[config.mk]
export PLATFORM = sky130hd
export DESIGN_NAME = pattern_scheduler
export DESIGN_NICKNAME = d
export VERILOG_FILES = /design/src/rtl/synth_pkg.sv /design/src/rtl/sched_fifo.sv /design/src/rtl/pattern_scheduler.sv
export SDC_FILE = /design/constraint.sdc
export NUM_CORES = 1
export LEC_CHECK = 0
export BUFFER_PORTS_ARGS = -buffer_cell sky130_fd_sc_hd__clkbuf_2
export CORE_MARGIN = 5
export CORE_UTILIZATION = 40
export DETAILED_ROUTE_END_ITERATION = 8
export GPL_TIMING_DRIVEN = 1
export SETUP_SLACK_MARGIN = 0.02
export SYNTH_ARGS = -nofsm -noshare
export SYNTH_HDL_FRONTEND = slang
export SYNTH_SLANG_ARGS = --single-unit
[constraint.sdc]
create_clock -name clk -period 2 [get_ports clk]
set_input_delay 0.6 -clock clk [delete_from_list [all_inputs] [get_ports clk]]
set_output_delay 0.6 -clock clk [all_outputs]
set_load 0.01 [all_outputs]
[src/rtl/synth_pkg.sv]
// Shared types for the pattern scheduler: FSM state encoding, default
// address width and the pattern-table entry layout.
package synth_pkg;

  localparam int unsigned ADDR_W_DEF = 10;

  typedef enum logic [1:0] {
    ST_IDLE,
    ST_LOAD,
    ST_PLAY,
    ST_SWITCH
  } state_t;

  typedef struct packed {
    logic [ADDR_W_DEF-1:0] start_a;
    logic [ADDR_W_DEF-1:0] end_a;
  } pat_entry_t;

endpackage

[src/rtl/sched_fifo.sv]
// Two-entry index FIFO; a push while full is taken only alongside a pop.
module sched_fifo #(
  parameter int unsigned W = 2
) (
  input  logic         clk,
  input  logic         rst_n,
  input  logic         push,
  input  logic         pop,
  input  logic [W-1:0] din,
  output logic [W-1:0] dout,
  output logic         full,
  output logic         empty
);

  logic [W-1:0] r_mem [2];
  logic         r_wp;
  logic         r_rp;
  logic [1:0]   r_cnt;
  logic         w_do_pop;
  logic         w_do_push;

  assign w_do_pop  = pop && (r_cnt != 2'd0);
  assign w_do_push = push && ((r_cnt != 2'd2) || w_do_pop);

  always_ff @(posedge clk or negedge rst_n) begin
    if (!rst_n) begin
      r_mem[0] <= '0;
      r_mem[1] <= '0;
      r_wp     <= 1'b0;
      r_rp     <= 1'b0;
      r_cnt    <= '0;
    end else begin
      if (w_do_push) begin
        r_mem[r_wp] <= din;
        r_wp        <= ~r_wp;
      end
      if (w_do_pop) r_rp <= ~r_rp;
      case ({w_do_push, w_do_pop})
        2'b10:   r_cnt <= r_cnt + 2'd1;
        2'b01:   r_cnt <= r_cnt - 2'd1;
        default: r_cnt <= r_cnt;
      endcase
    end
  end

  assign dout  = r_mem[r_rp];
  assign full  = (r_cnt == 2'd2);
  assign empty = (r_cnt == 2'd0);

endmodule

[src/rtl/pattern_scheduler.sv]
// Pattern scheduler: drives beat_counter ranges from a pattern table and a
// two-deep request queue. Define PATTERN_LOOP_EN to replay the current pattern
// when the queue is empty at wrap; otherwise playback returns to idle.
module pattern_scheduler
  import synth_pkg::*;
#(
  parameter  int unsigned ADDR_W  = ADDR_W_DEF,
  parameter  int unsigned NUM_PAT = 4,
  localparam int unsigned PIDX_W  = (NUM_PAT > 1) ? $clog2(NUM_PAT) : 1
) (
  input  logic              clk,
  input  logic              reset,
  input  logic              cfg_we,
  input  logic [PIDX_W-1:0] cfg_idx,
  input  logic [ADDR_W-1:0] cfg_start,
  input  logic [ADDR_W-1:0] cfg_end,
  input  logic              play,
  input  logic              stop,
  input  logic              req_valid,
  input  logic [PIDX_W-1:0] req_idx,
  output logic              req_ready,
  input  logic [ADDR_W-1:0] beat_addr,
  output logic [ADDR_W-1:0] start_addr,
  output logic [ADDR_W-1:0] end_addr,
  output logic              bc_reset,
  output logic              playing,
  output logic [PIDX_W-1:0] cur_idx
);

  typedef struct packed {
    logic [ADDR_W-1:0] start_a;
    logic [ADDR_W-1:0] end_a;
  } entry_t;

  entry_t            r_tbl [NUM_PAT];
  state_t            r_state;
  state_t            w_next;
  logic [PIDX_W-1:0] r_cur;
  logic [PIDX_W-1:0] w_sel;
  logic [PIDX_W-1:0] w_head;
  logic [ADDR_W-1:0] r_start;
  logic [ADDR_W-1:0] r_end;
  logic [ADDR_W-1:0] r_beat_q;
  logic              r_hit;
  logic              r_hit_d;
  logic              r_armed;
  logic              w_end_evt;
  logic              w_wrap;
  logic              w_push;
  logic              w_pop;
  logic              w_full;
  logic              w_empty;
  logic              w_load;

  sched_fifo #(.W(PIDX_W)) u_fifo (
    .clk   (clk),
    .rst_n (reset),
    .push  (w_push),
    .pop   (w_pop),
    .din   (req_idx),
    .dout  (w_head),
    .full  (w_full),
    .empty (w_empty)
  );

  // A full queue still accepts a request in a cycle that pops the head.
  assign req_ready = !w_full || w_pop;
  assign w_push    = req_valid && req_ready;

  always_ff @(posedge clk or negedge reset) begin
    if (!reset) begin
      for (int unsigned i = 0; i < NUM_PAT; i++) r_tbl[i] <= '0;
    end else if (cfg_we) begin
      r_tbl[cfg_idx] <= '{start_a: cfg_start, end_a: cfg_end};
    end
  end

  // End event: first registered match of beat_addr against end_addr. A
  // degenerate range never changes beat_addr, so it counts as wrapping at once.
  assign w_end_evt = r_hit && !r_hit_d;
  assign w_wrap    = (beat_addr != r_beat_q) || (r_start == r_end);

  always_comb begin
    w_next = r_state;
    w_pop  = 1'b0;
    w_load = 1'b0;
    w_sel  = r_cur;
    case (r_state)
      ST_IDLE: begin
        if (play) begin
          w_load = 1'b1;
          w_next = ST_LOAD;
          if (!w_empty) begin
            w_pop = 1'b1;
            w_sel = w_head;
          end
        end
      end
      ST_LOAD: w_next = ST_PLAY;
      ST_PLAY: begin
        if ((r_armed || w_end_evt) && w_wrap) w_next = ST_SWITCH;
      end
      ST_SWITCH: begin
        if (!w_empty) begin
          w_pop  = 1'b1;
          w_sel  = w_head;
          w_load = 1'b1;
          w_next = ST_LOAD;
        end else begin
`ifdef PATTERN_LOOP_EN
          w_load = 1'b1;
          w_next = ST_LOAD;
`else
          w_next = ST_IDLE;
`endif
        end
      end
      default: w_next = ST_IDLE;
    endcase
    if (stop) begin
      w_next = ST_IDLE;
      w_pop  = 1'b0;
      w_load = 1'b0;
    end
  end

  // Range registers update on entry to LOAD so the new start is visible in LOAD.
  always_ff @(posedge clk or negedge reset) begin
    if (!reset) begin
      r_state  <= ST_IDLE;
      r_cur    <= '0;
      r_start  <= '0;
      r_end    <= '0;
      r_beat_q <= '0;
      r_hit    <= 1'b0;
      r_hit_d  <= 1'b0;
      r_armed  <= 1'b0;
    end else begin
      r_state  <= w_next;
      r_beat_q <= beat_addr;
      if (w_load) begin
        r_cur   <= w_sel;
        r_start <= r_tbl[w_sel].start_a;
        r_end   <= r_tbl[w_sel].end_a;
      end
      if (r_state == ST_PLAY) begin
        r_hit   <= (beat_addr == r_end);
        r_hit_d <= r_hit;
        if (w_end_evt) r_armed <= 1'b1;
      end else begin
        r_hit   <= 1'b0;
        r_hit_d <= 1'b0;
        r_armed <= 1'b0;
      end
    end
  end

  assign start_addr = r_start;
  assign end_addr   = r_end;
  assign cur_idx    = r_cur;
  assign playing    = (r_state == ST_PLAY);
  assign bc_reset   = (r_state == ST_IDLE) || (r_state == ST_LOAD);

endmodule

# Yosys cells after proc, flatten, opt, wreduce, memory -nomap -nowiden
# Cells that the tools add are included.
# Widths: inputs -> output; s select.
# totals
regBits	125
in_bits	40
out_inout_bits	25
wordCells	99
# classes
bitwise_logic	6
magnitude_cmp	6
muxes	32
eq_ne	13
reduce_logical	19
addsub	2
# ops
cell	n
$bwmux 80	1
$mux 20	3
$bmux 20 s2	1
$demux 20 s2	1
$eq 10x10->1	2
$mux 2	9
$mux 1	10
$ne 10x10->1	1
$eq 2x2->1 const B	4
$pmux 2 s2	2
$pmux 2 s4	1
$logic_and 1x1->1	7
$ge 3x3->1 const B	2
$not 2->3	2
$logic_or 1x1->1	5
$bwmux 4	1
$eq 2x1->1 const B	2
$ge 2x2->1 const B	2
$logic_not 2->1	2
$not 1->2	2
$pmux 1 s2	2
$reduce_bool 2->1	2
$lt 3x1->1 const B	1
$ne 3x2->1 const B	1
10 further kinds	12

# Logic depth before layout (Yosys ltp)
# Gate-level depths: netlist of the first run.
# logic_depth
ltp_word	11
ltp_mapped	9
ltp_nobuf	9

# Hierarchy
# From an unflattened synthesis of the first run, not the netlist that was laid out.
# hier_totals
cells_unflattened	427
area_unflattened_um2	5849.4
# by_module_without_submodules
module	cells_per_inst	instances	area_per_inst_um2	seq_area_each_um2
pattern_scheduler	391	1	5425.2	2927.8
sched_fifo	36	1	424.2	200.2

# Least setup slack after synthesis of the first run
# No wires, ideal clock.
# synth_path
kind	reg-to-reg
startpoint	reg r_state[0]
endpoint	reg u_fifo.r_cnt[1]
arrival_time_ns	2.097
required_ns	1.875
setup_time_ns	0.125
synth_period_minus_slack_ns	2.223
n_path_buf	0
path_stages_with_launch	9
slack_ns	-0.223
path_cell_list	dfrtp_1 -> inv_1 -> ha_1 -> o311ai_1 -> nand2_1 -> ha_1 -> xnor2_1 -> nor2_1 -> xor2_1
# synth_via
elab_chain_cells	8
elab_cells_between_ends	13
classes_between	eq/ne: 3; mux: 3; reduce/logical: 7
# synth_rtl
item	line_no	text
start: declaration	pattern_scheduler.sv:36	state_t r_state;
start signal: assignment	pattern_scheduler.sv:139	r_state <= w_next;
$eq 2x2->1 or $logic_not 2->1 (tied branches)	pattern_scheduler.sv:88	case (r_state)
$pmux 1 s2 (*)	pattern_scheduler.sv:88	
$mux 1 (*)	pattern_scheduler.sv:120	if (stop) begin
$logic_or 1x1->1 (*)	pattern_scheduler.sv:67	assign req_ready = !w_full || w_pop;
via req_ready	pattern_scheduler.sv:21	output logic req_ready,
$logic_and 1x1->1 (*)	pattern_scheduler.sv:68	assign w_push = req_valid && req_ready;
$logic_and 1x1->1 (*)	sched_fifo.sv:23	assign w_do_push = push && ((r_cnt != 2'd2) || w_do_pop);
$eq 2x1->1 or $eq 2x2->1 (tied branches)	sched_fifo.sv:38	case ({w_do_push, w_do_pop})
$pmux 2 s2 or $reduce_bool 2->1 (tied branches)	n/a	
end signal: assignment	sched_fifo.sv:39	2'b10: r_cnt <= r_cnt + 2'd1;
end signal: assignment	sched_fifo.sv:40	2'b01: r_cnt <= r_cnt - 2'd1;
end signal: assignment	sched_fifo.sv:41	default: r_cnt <= r_cnt;
end: declaration	sched_fifo.sv:18	logic [1:0] r_cnt;
# Mark *: on every way through the listed nets, which the timed path passes. The rest lies on a longest branch.
# A chain may end at the register's enable or synchronous reset.

# Worst setup path in the final report of the first run
# layout_path
startpoint	reg r_state[1]
endpoint	out req_ready
# layout_via
elab_chain_cells	4
elab_cells_between_ends	5
classes_between	eq/ne: 1; mux: 2; reduce/logical: 2
# layout_rtl
item	line_no
$eq 2x2->1 or $logic_not 2->1 (tied branches)	pattern_scheduler.sv:88
$pmux 1 s2 (*)	pattern_scheduler.sv:88
$mux 1 (*)	pattern_scheduler.sv:120
$logic_or 1x1->1 (*)	pattern_scheduler.sv:67
end: declaration	pattern_scheduler.sv:21
# Mark *: on every way between the ends. The rest lies on a longest branch, timed or not.

==> results of run 1 <==
cell type report:
class,count,area [um^2]
inverters,4,15.01
flip-flops and latches,125,3131
well taps,180,225.2
multi-input cells,260,2828
fillers,1119,6012
clock inverters,6,82.58
repair buffers,125,1082
clock buffers,25,505.5
cell usage in the layout (no fill, tap or decap), drive strengths merged, types with 3 or more instances in the layout:
master | Yosys | routed
nor2 | 7 | 7
nand3 | 4 | 4
nand4 | 5 | 5
mux2i | 43 | 43
nand2 | 25 | 25
a21oi | 4 | 4
inv | 4 | 4
nor3 | 3 | 3
mux2 | 85 | 85
xnor2 | 25 | 25
xor2 | 10 | 10
clkinv | 0 | 3
ha | 6 | 6
buf | 9 | 64
dfrtp | 125 | 125
clkbuf | 10 | 86
o221ai | 20 | 20
cell families after synthesis:
group,synth area share [%]
buffers and inverters,2.413
adders and majority gates,1.329
DFF,55.36
and+or+nand+nor,5.027
AOI/OAI and AO/OA,5.890
xor gates and xnor gates,5.425
muxes,24.56
flip-flops by register name, indices dropped and copies added, names as in the netlist, 2 cells and up:
signal	cells
cur_idx	2
end_addr	10
r_beat_q	10
r_state	2
r_tbl	80
start_addr	10
u_fifo.r_cnt	2
u_fifo.r_mem	4
layer usage:
metal / routed length [um] / global-route usage, %
met5: 0 / 0
met1: 6138 / 23.17
met2: 7177 / 29.15
met3: 587 / 4.525
met4: 250 / 7.041
power breakdown:
group | switching [W] | internal (W)
Sequential | 0.000557 | 0.00316
Combinational | 0.00223 | 0.00277
Clock | 0.00106 | 0.00198
Total | 0.00384 | 0.00791
worst max path at each step:
stage          startpoint       endpoint  slack (ns)
2_1_floorplan  r_state[1]    end_addr[7]        0.02
3_3_place_gp         play  start_addr[3]       -0.03
3_5_place_dp   r_state[1]    end_addr[6]       -0.07
4_1_cts        r_state[1]      req_ready       -0.35
5_1_grt        r_state[1]      req_ready       -0.39
6_report       r_state[1]      req_ready       -0.33
per-stage QoR:
| stage | util (%) | TNS (ns) | setup WS (ns) | total power [W] |
|---|---|---|---|---|
| 2_1_floorplan | - | 0 | 0.02495 | 0.005949 |
| 3_3_place_gp | 47.30 | -0.2195 | -0.03348 | 0.007094 |
| 3_5_place_dp | 47.30 | -1.058 | -0.07384 | 0.007184 |
| 4_1_cts | 54.44 | -5.818 | -0.3489 | 0.01127 |
| 5_1_grt | 56.69 | -7.269 | -0.3869 | 0.01234 |
| 6_report | 56.69 | -5.619 | -0.3271 | 0.01175 |
what timing repair did:
item | 4_1_cts | 5_1_grt
gates cloned | 4 | 1
endpoints found under the setup margin | 26 | 32
setup buffers | 12 | 10
pin swaps | 9 | 16
hold buffers | 0 | 0
resized for setup | 41 | 61
==> results.sh, run 1 <==
export IMPL_outcome="complete, but fails checks"
export IMPL_violations="negative setup slack"
export IMPL_area_growth_pct=39.26
export IMPL_grt_pass1_vias=4102
export IMPL_p_per_area_mw_per_mm2=1493
export IMPL_worstMarginPinSlew_ns=0.4359
export IMPL_cpMaxStageDelayCell="dfrtp_2"
export IMPL_io_pins=65
export IMPL_syn_area_mm2=0.005650
export IMPL_die_area_mm2=0.01660
export IMPL_grt_max_degree=37
export IMPL_endpoint_kind="output pin"
export IMPL_hold_viol_final=0
export IMPL_period_share_pct=116.4
export IMPL_vias_per_cell=5.154
export IMPL_synthFlopType="dfrtp_1"
export IMPL_yosysUniqueCellTypes=38
export IMPL_grt_pass1_wl_um=22700
export IMPL_grt_overflow_total=0
export IMPL_maxSlewViolCount=0
export IMPL_setup_worst_path_class="reg2out"
export IMPL_critical_path_peak_fanout=4
export IMPL_finalNonFillerCells=725
export IMPL_routed_wl_um=14150
export IMPL_drtPass1Iterations=4
export IMPL_rows=43
export IMPL_io_buffers=64
export IMPL_worstHoldPathType="in2async"
export IMPL_cp_arrival_ns=1.73
export IMPL_finalClockSkew_ns=0.006238
export IMPL_route_detailed_drc=0
export IMPL_cp_top_family="flip-flops"
export IMPL_clock_sinks=125
export IMPL_initial_core_util_pct=40.71
export IMPL_placedCellCount=671
export IMPL_critPathBufInv=3
export IMPL_gp_congestion=0.7450
export IMPL_rsz0062_at_grt="true"
export IMPL_whs_ns=0.1270
export IMPL_crit_cells=5
export IMPL_regToRegEndpoint="end_addr[9]"
export IMPL_synth_largest_area_cell="dfrtp_1"
export IMPL_finalSetupViolCount=26
export IMPL_diodes=0
export IMPL_fmax_ghz=0.4297
export IMPL_reg2regPathDepth=10
export IMPL_required_ns=1.40
export IMPL_syn_inst=408
export IMPL_antenna_found_initial=0
export IMPL_max_slew_margin_pct=70.94
export IMPL_async_flop_share_pct=100.0
export IMPL_synth_edf_count=0
export IMPL_synth_top_area_share_pct=55.36
export IMPL_synth_area_leaders="dfrtp_1 55%, mux2_2 16%, mux2i_1 7.6%"
export IMPL_yosys_warnings=0
export IMPL_drt_iter0_drc=161
export IMPL_cts_path_max_buffers=2
export IMPL_htree_num_levels=4
export IMPL_p_leak_nw=3.485
export IMPL_place_area_mm2=0.006565
export IMPL_cts_tree="built"
export IMPL_syn_nets=454
export IMPL_slowest_delay_ns=0.43
export IMPL_synth_seq_area_share_pct=55.36
export IMPL_path_clk_slew_ns=0.05
export IMPL_layout_setup_ws_ns=-0.3271
export IMPL_die_y_um=128.9
export IMPL_avgSynthCellArea_um2=13.85
export IMPL_core_mm2=0.01388
export IMPL_hpwl_um=8787
export IMPL_irDropWorstVdd_mv=0.7755
export IMPL_reg2reg_slack_ns=-0.28
export IMPL_fin_crit_ns=2.327
export IMPL_cp_cell_sequence="inv_2 -> buf_6 -> ha_4 -> o311ai_4 -> buf_2"
export IMPL_yosys_cell_count_top_type="dfrtp_1"
export IMPL_stdcell_area_mm2=0.007869
export IMPL_vias=3737
export IMPL_die_width_um=128.9
export IMPL_drv_cap=0
export IMPL_yosys_top_cells_count="125 x dfrtp_1, 80 x mux2_2, 43 x mux2i_1"
export IMPL_clkLatencyLatePin_ns=0.42
export IMPL_nets=579
export IMPL_cts_root_buf="clkbuf_16"
export IMPL_grt_util_all_layers_pct=17.96
export IMPL_avgRoutedWirePerCell_um=19.52
export IMPL_critPathLaunchType="flop"
export IMPL_r2r_start="r_state[1]"
export IMPL_ys_ff_latch=125
export IMPL_final_antenna_net_count=0
export IMPL_drive_above_1_share_pct=56.88
export IMPL_numCtsBuffers=17
No activity file was read; power rests on OpenSTA's default activity.
==> inputs of run 2 (changes only) <==
- clock period: 2 -> 2.9 ns (I/O delays scaled with it)
==> run 2 against run 1 <==
Compared with the run above: the run now ends clean; first-iteration DRC count fell by 17%; critical path depth fell by 1; cell area fell by 14%.
==> results.sh, run 2 (synthesized netlist as in run 1, its figures left out) <==
export IMPL_finalNonFillerCells=675
export IMPL_regToRegEndpoint="end_addr[1]"
export IMPL_post_cts_repair_setup_buffers=0
export IMPL_outcome="finished, final reports clean"
export IMPL_placedCellCount=643
export IMPL_vias_per_cell=5.236
export IMPL_fin_crit_ns=2.727
export IMPL_finalClockSkew_ns=0.005816
export IMPL_grt_pass1_vias=3768
export IMPL_final_common_cell="dfrtp_1"
export IMPL_maxSlewViolCount=0
export IMPL_initial_core_util_pct=40.71
export IMPL_final_antenna_net_count=0
export IMPL_routed_wl_um=12180
export IMPL_grt_pass1_wl_um=19920
export IMPL_finalSetupViolCount=0
export IMPL_route_detailed_drc=0
export IMPL_cts_path_max_buffers=2
export IMPL_required_ns=2.03
export IMPL_die_area_mm2=0.01660
export IMPL_critical_path_peak_fanout=7
export IMPL_hold_viol_final=0
export IMPL_critPathLaunchType="flop"
export IMPL_path_clk_slew_ns=0.05
export IMPL_max_slew_margin_pct=59.03
export IMPL_drtPass1Iterations=4
export IMPL_drt_iter0_drc=134
export IMPL_numCtsBuffers=17
export IMPL_antenna_found_initial=0
export IMPL_io_buffers=64
export IMPL_setup_worst_path_class="reg2out"
export IMPL_rsz0062_at_grt="false"
export IMPL_irDropWorstVdd_mv=0.4545
export IMPL_avgRoutedWirePerCell_um=18.05
export IMPL_gp_congestion=0.8040
export IMPL_drive_above_1_share_pct=41.21
export IMPL_area_growth_pct=20.24
export IMPL_tns_ns=0
export IMPL_diodes=0
export IMPL_reg2regPathDepth=7
export IMPL_reg2reg_slack_ns=0.66
export IMPL_io_pins=65
export IMPL_nets=528
export IMPL_cts_hold_buf=0
export IMPL_p_leak_nw=3.195
export IMPL_p_per_area_mw_per_mm2=981.4
export IMPL_htree_num_levels=4
export IMPL_die_y_um=128.9
export IMPL_endpoint_kind="output pin"
export IMPL_core_mm2=0.01388
export IMPL_die_width_um=128.9
export IMPL_grt_max_degree=48
export IMPL_worstHoldPathType="in2async"
export IMPL_largest_reg_flops=80
export IMPL_period_share_pct=94.02
export IMPL_worstMarginPinSlew_ns=0.6145
export IMPL_grt_overflow_total=0
export IMPL_rows=43
export IMPL_cts_tree="built"
export IMPL_hpwl_um=8089
export IMPL_drv_cap=0
export IMPL_clock_sinks=125
export IMPL_clkLatencyLatePin_ns=0.40
export IMPL_fillers=1246
export IMPL_cp_arrival_ns=1.86
export IMPL_grt_util_all_layers_pct=15.62
export IMPL_layout_common_cells="125 x dfrtp_1, 80 x mux2_2, 63 x clkbuf_2, 43 x mux2i_1"
export IMPL_fmax_ghz=0.3667
export IMPL_r2r_start="r_state[0]"
export IMPL_regMostFlops="r_tbl"
export IMPL_cts_root_buf="clkbuf_16"
export IMPL_cts_resized=0
export IMPL_vias=3534
[run 2: worst max-delay path by stage]
stage / startpoint / slack, ns / endpoint
finish: r_state[0] / 0.17 / req_ready
global route: r_state[1] / 0.06 / req_ready
CTS: r_state[0] / 0.05 / req_ready
detailed placement: play / 0.35 / req_ready
global placement: play / 0.41 / req_ready
floorplan: play / 0.60 / u_fifo.r_cnt[1]
[run 2: final cells by class]
| class | instances | area, um^2 | share of cell area (%) |
|---|---|---|---|
| sequential | 125 | 3128 | 46.04 |
| multi-input combinational | 260 | 2404 | 35.38 |
| timing repair buffer | 74 | 422.9 | 6.225 |
| clock inverter | 15 | 173.9 | 2.560 |
| tap | 180 | 225.2 | 3.315 |
| inverter | 4 | 15.01 | 0.2210 |
| clock buffer | 17 | 425.4 | 6.262 |
[run 2: metrics by stage]
| step | total power (W) | utilization, % | cell area, um^2 | worst slack [ns] | hold WS [ns] |
|---|---|---|---|---|---|
| 2_1_floorplan | 0.004009 | - | 5650 | 0.5990 | 0.4539 |
| 3_3_place_gp | 0.004552 | 44.57 | 6187 | 0.4075 | 0.4724 |
| 3_5_place_dp | 0.004618 | 44.57 | 6187 | 0.3531 | 0.4749 |
| 4_1_cts | 0.006757 | 48.89 | 6787 | 0.04737 | 0.4904 |
| 5_1_grt | 0.007052 | 48.95 | 6794 | 0.06253 | 0.5098 |
| 6_report | 0.006668 | 48.95 | 6794 | 0.1733 | 0.4842 |
[run 2: worst max-delay path, cell delays in order (launching register included)]
cell      delay, ns
dfrtp_1        0.37
inv_1          0.09
ha_1           0.40
o311ai_2       0.39
clkbuf_2       0.20
[run 2: routing by layer]
layer  share of wire, %  GRT usage, %  routed length, um
met5                  0             0                  0
met4                1.0         4.941                122
met3                5.4         4.234                658
met2                 49         24.94               5956
met1                 45         20.80               5444
[run 2: where the power goes]
part | total, W | switching, W | internal (W)
clock network | 0.00210 | 0.000758 | 0.00135
registers | 0.00258 | 0.000411 | 0.00217
logic | 0.00198 | 0.000994 | 0.000986
==> inputs of run 3 (changes only) <==
- CORE_UTILIZATION: 40 -> 35
==> run 3 against run 2 <==
Compared with the run above: critical path depth is the same; clock power shrank 14%; sequential power is essentially flat; combinational power is essentially flat; via count shrank 0.99%; maximum frequency shrank 1.3%; non-clock buffer count grew 1; sequential cell count is the same; register-to-register slack lost 0.04 ns; cell area shrank 0.64%; largest power group unchanged; highest routed layer unchanged.
==> results.sh, run 3 (synthesized netlist as in run 1, its figures left out) <==
export IMPL_largest_reg_flops=80
export IMPL_worstHoldPathType="in2async"
export IMPL_finalClockSkew_ns=0.004961
export IMPL_htree_num_levels=4
export IMPL_post_route_util_pct=42.49
export IMPL_grt_max_degree=58
export IMPL_vias=3499
export IMPL_p_leak_nw=3.165
export IMPL_maxSlewViolCount=0
export IMPL_initial_core_util_pct=35.57
export IMPL_path_clk_slew_ns=0.05
export IMPL_layout_setup_ws_ns=0.1380
export IMPL_io_buffers=64
export IMPL_final_antenna_net_count=0
export IMPL_irDropWorstVdd_mv=0.5471
export IMPL_routed_wl_um=12600
export IMPL_critPathLaunchType="flop"
export IMPL_reg2reg_slack_ns=0.62
export IMPL_worstMarginPinSlew_ns=0.4752
export IMPL_placedCellCount=680
export IMPL_grt_util_all_layers_pct=14.33
export IMPL_numCtsBuffers=17
export IMPL_gp_congestion=0.7624
export IMPL_finalNonFillerCells=709
export IMPL_hpwl_um=8579
export IMPL_cp_arrival_ns=1.89
export IMPL_clkLatencyLatePin_ns=0.40
export IMPL_diodes=0
export IMPL_cts_tree="built"
export IMPL_vias_per_cell=4.935
export IMPL_period_share_pct=95.24
export IMPL_cts_hold_buf=0
export IMPL_whs_ns=0.4263
export IMPL_endpoint_kind="output pin"
export IMPL_fin_crit_ns=2.762
export IMPL_area_growth_pct=19.46
export IMPL_cts_path_max_buffers=2
export IMPL_nets=529
export IMPL_die_area_mm2=0.01879
export IMPL_drtPass1Iterations=4
export IMPL_grt_overflow_total=0
export IMPL_drv_cap=0
export IMPL_regMostFlops="r_tbl"
export IMPL_outcome="finished, final reports clean"
export IMPL_layout_common_cells="125 x dfrtp_1, 80 x mux2_2, 63 x clkbuf_2, 43 x mux2i_1"
export IMPL_die_y_um=137.1
export IMPL_tns_ns=0
export IMPL_hold_viol_final=0
export IMPL_clock_sinks=125
export IMPL_drive_above_1_share_pct=39.55
export IMPL_fmax_ghz=0.3621
export IMPL_io_pins=65
export IMPL_rsz0062_at_grt="false"
export IMPL_p_per_area_mw_per_mm2=946.2
export IMPL_dpl_worst_slack_ns=0.2951
export IMPL_antenna_found_initial=0
export IMPL_die_width_um=137.1
export IMPL_avgRoutedWirePerCell_um=17.77
export IMPL_setup_worst_path_class="reg2out"
export IMPL_route_detailed_drc=0
export IMPL_max_slew_margin_pct=68.32
export IMPL_grt_pass1_vias=3784
export IMPL_grt_pass1_wl_um=20330
export IMPL_critical_path_peak_fanout=7
export IMPL_cts_root_buf="clkbuf_16"
export IMPL_drt_iter0_drc=222
export IMPL_required_ns=2.03
export IMPL_core_mm2=0.01589
export IMPL_final_common_cell="dfrtp_1"
export IMPL_finalSetupViolCount=0
export IMPL_reg2regPathDepth=7
export IMPL_rows=46
[run 3: metrics by stage]
| stage | area, um^2 | total power, W |
|---|---|---|
| 2_1_floorplan | 5650 | 0.004009 |
| 3_3_place_gp | 6240 | 0.004567 |
| 3_5_place_dp | 6240 | 0.004640 |
| 4_1_cts | 6750 | 0.006479 |
| 5_1_grt | 6750 | 0.006790 |
| 6_report | 6750 | 0.006387 |
[run 3: layout make-up]
class / count / area [um^2]
clock buffers: 27 / 493.0
repair buffers: 75 / 430.4
multi-input cells: 260 / 2404
inverters: 4 / 15.01
flip-flops and latches: 125 / 3128
fillers: 1493 / 9135
well taps: 216 / 270.3
clock inverters: 2 / 10.01
[run 3: critical path, stage by stage, from the launching register on]
cell and delay [ns]:
dfrtp_1 0.40, inv_1 0.10, ha_1 0.38, o311ai_2 0.41, clkbuf_2 0.20
[run 3: repair_timing]
action | in CTS | in global routing
endpoints found under the hold margin | 0 | 0
resized for setup | 1 | 0
setup buffers | 0 | 0
setup endpoints to repair | 1 | 0
[run 3: worst paths after layout]
kind / end / from
setup / recovery: req_ready / r_state[1]
hold / removal: r_tbl[24] / reset
setup reg to reg: end_addr[7] / r_state[1]
hold reg to reg: r_hit_d / r_hit
max in group asynchronous: r_tbl[47] / reset
min in group clk: r_hit_d / r_hit
[run 3: power breakdown]
part           switching [W]  internal [W]
Sequential          0.000420       0.00218
Clock               0.000658       0.00114
Combinational        0.00100      0.000992
Total                0.00208       0.00431
[run 3: routing by layer]
metal	part of all wire [%]	global-route usage (%)	vias up
met5	0	0	-
met4	1.4	4.933	0
met3	4.8	3.493	14
met2	49	23.32	71
met1	45	18.69	1793
li1	-	-	1621
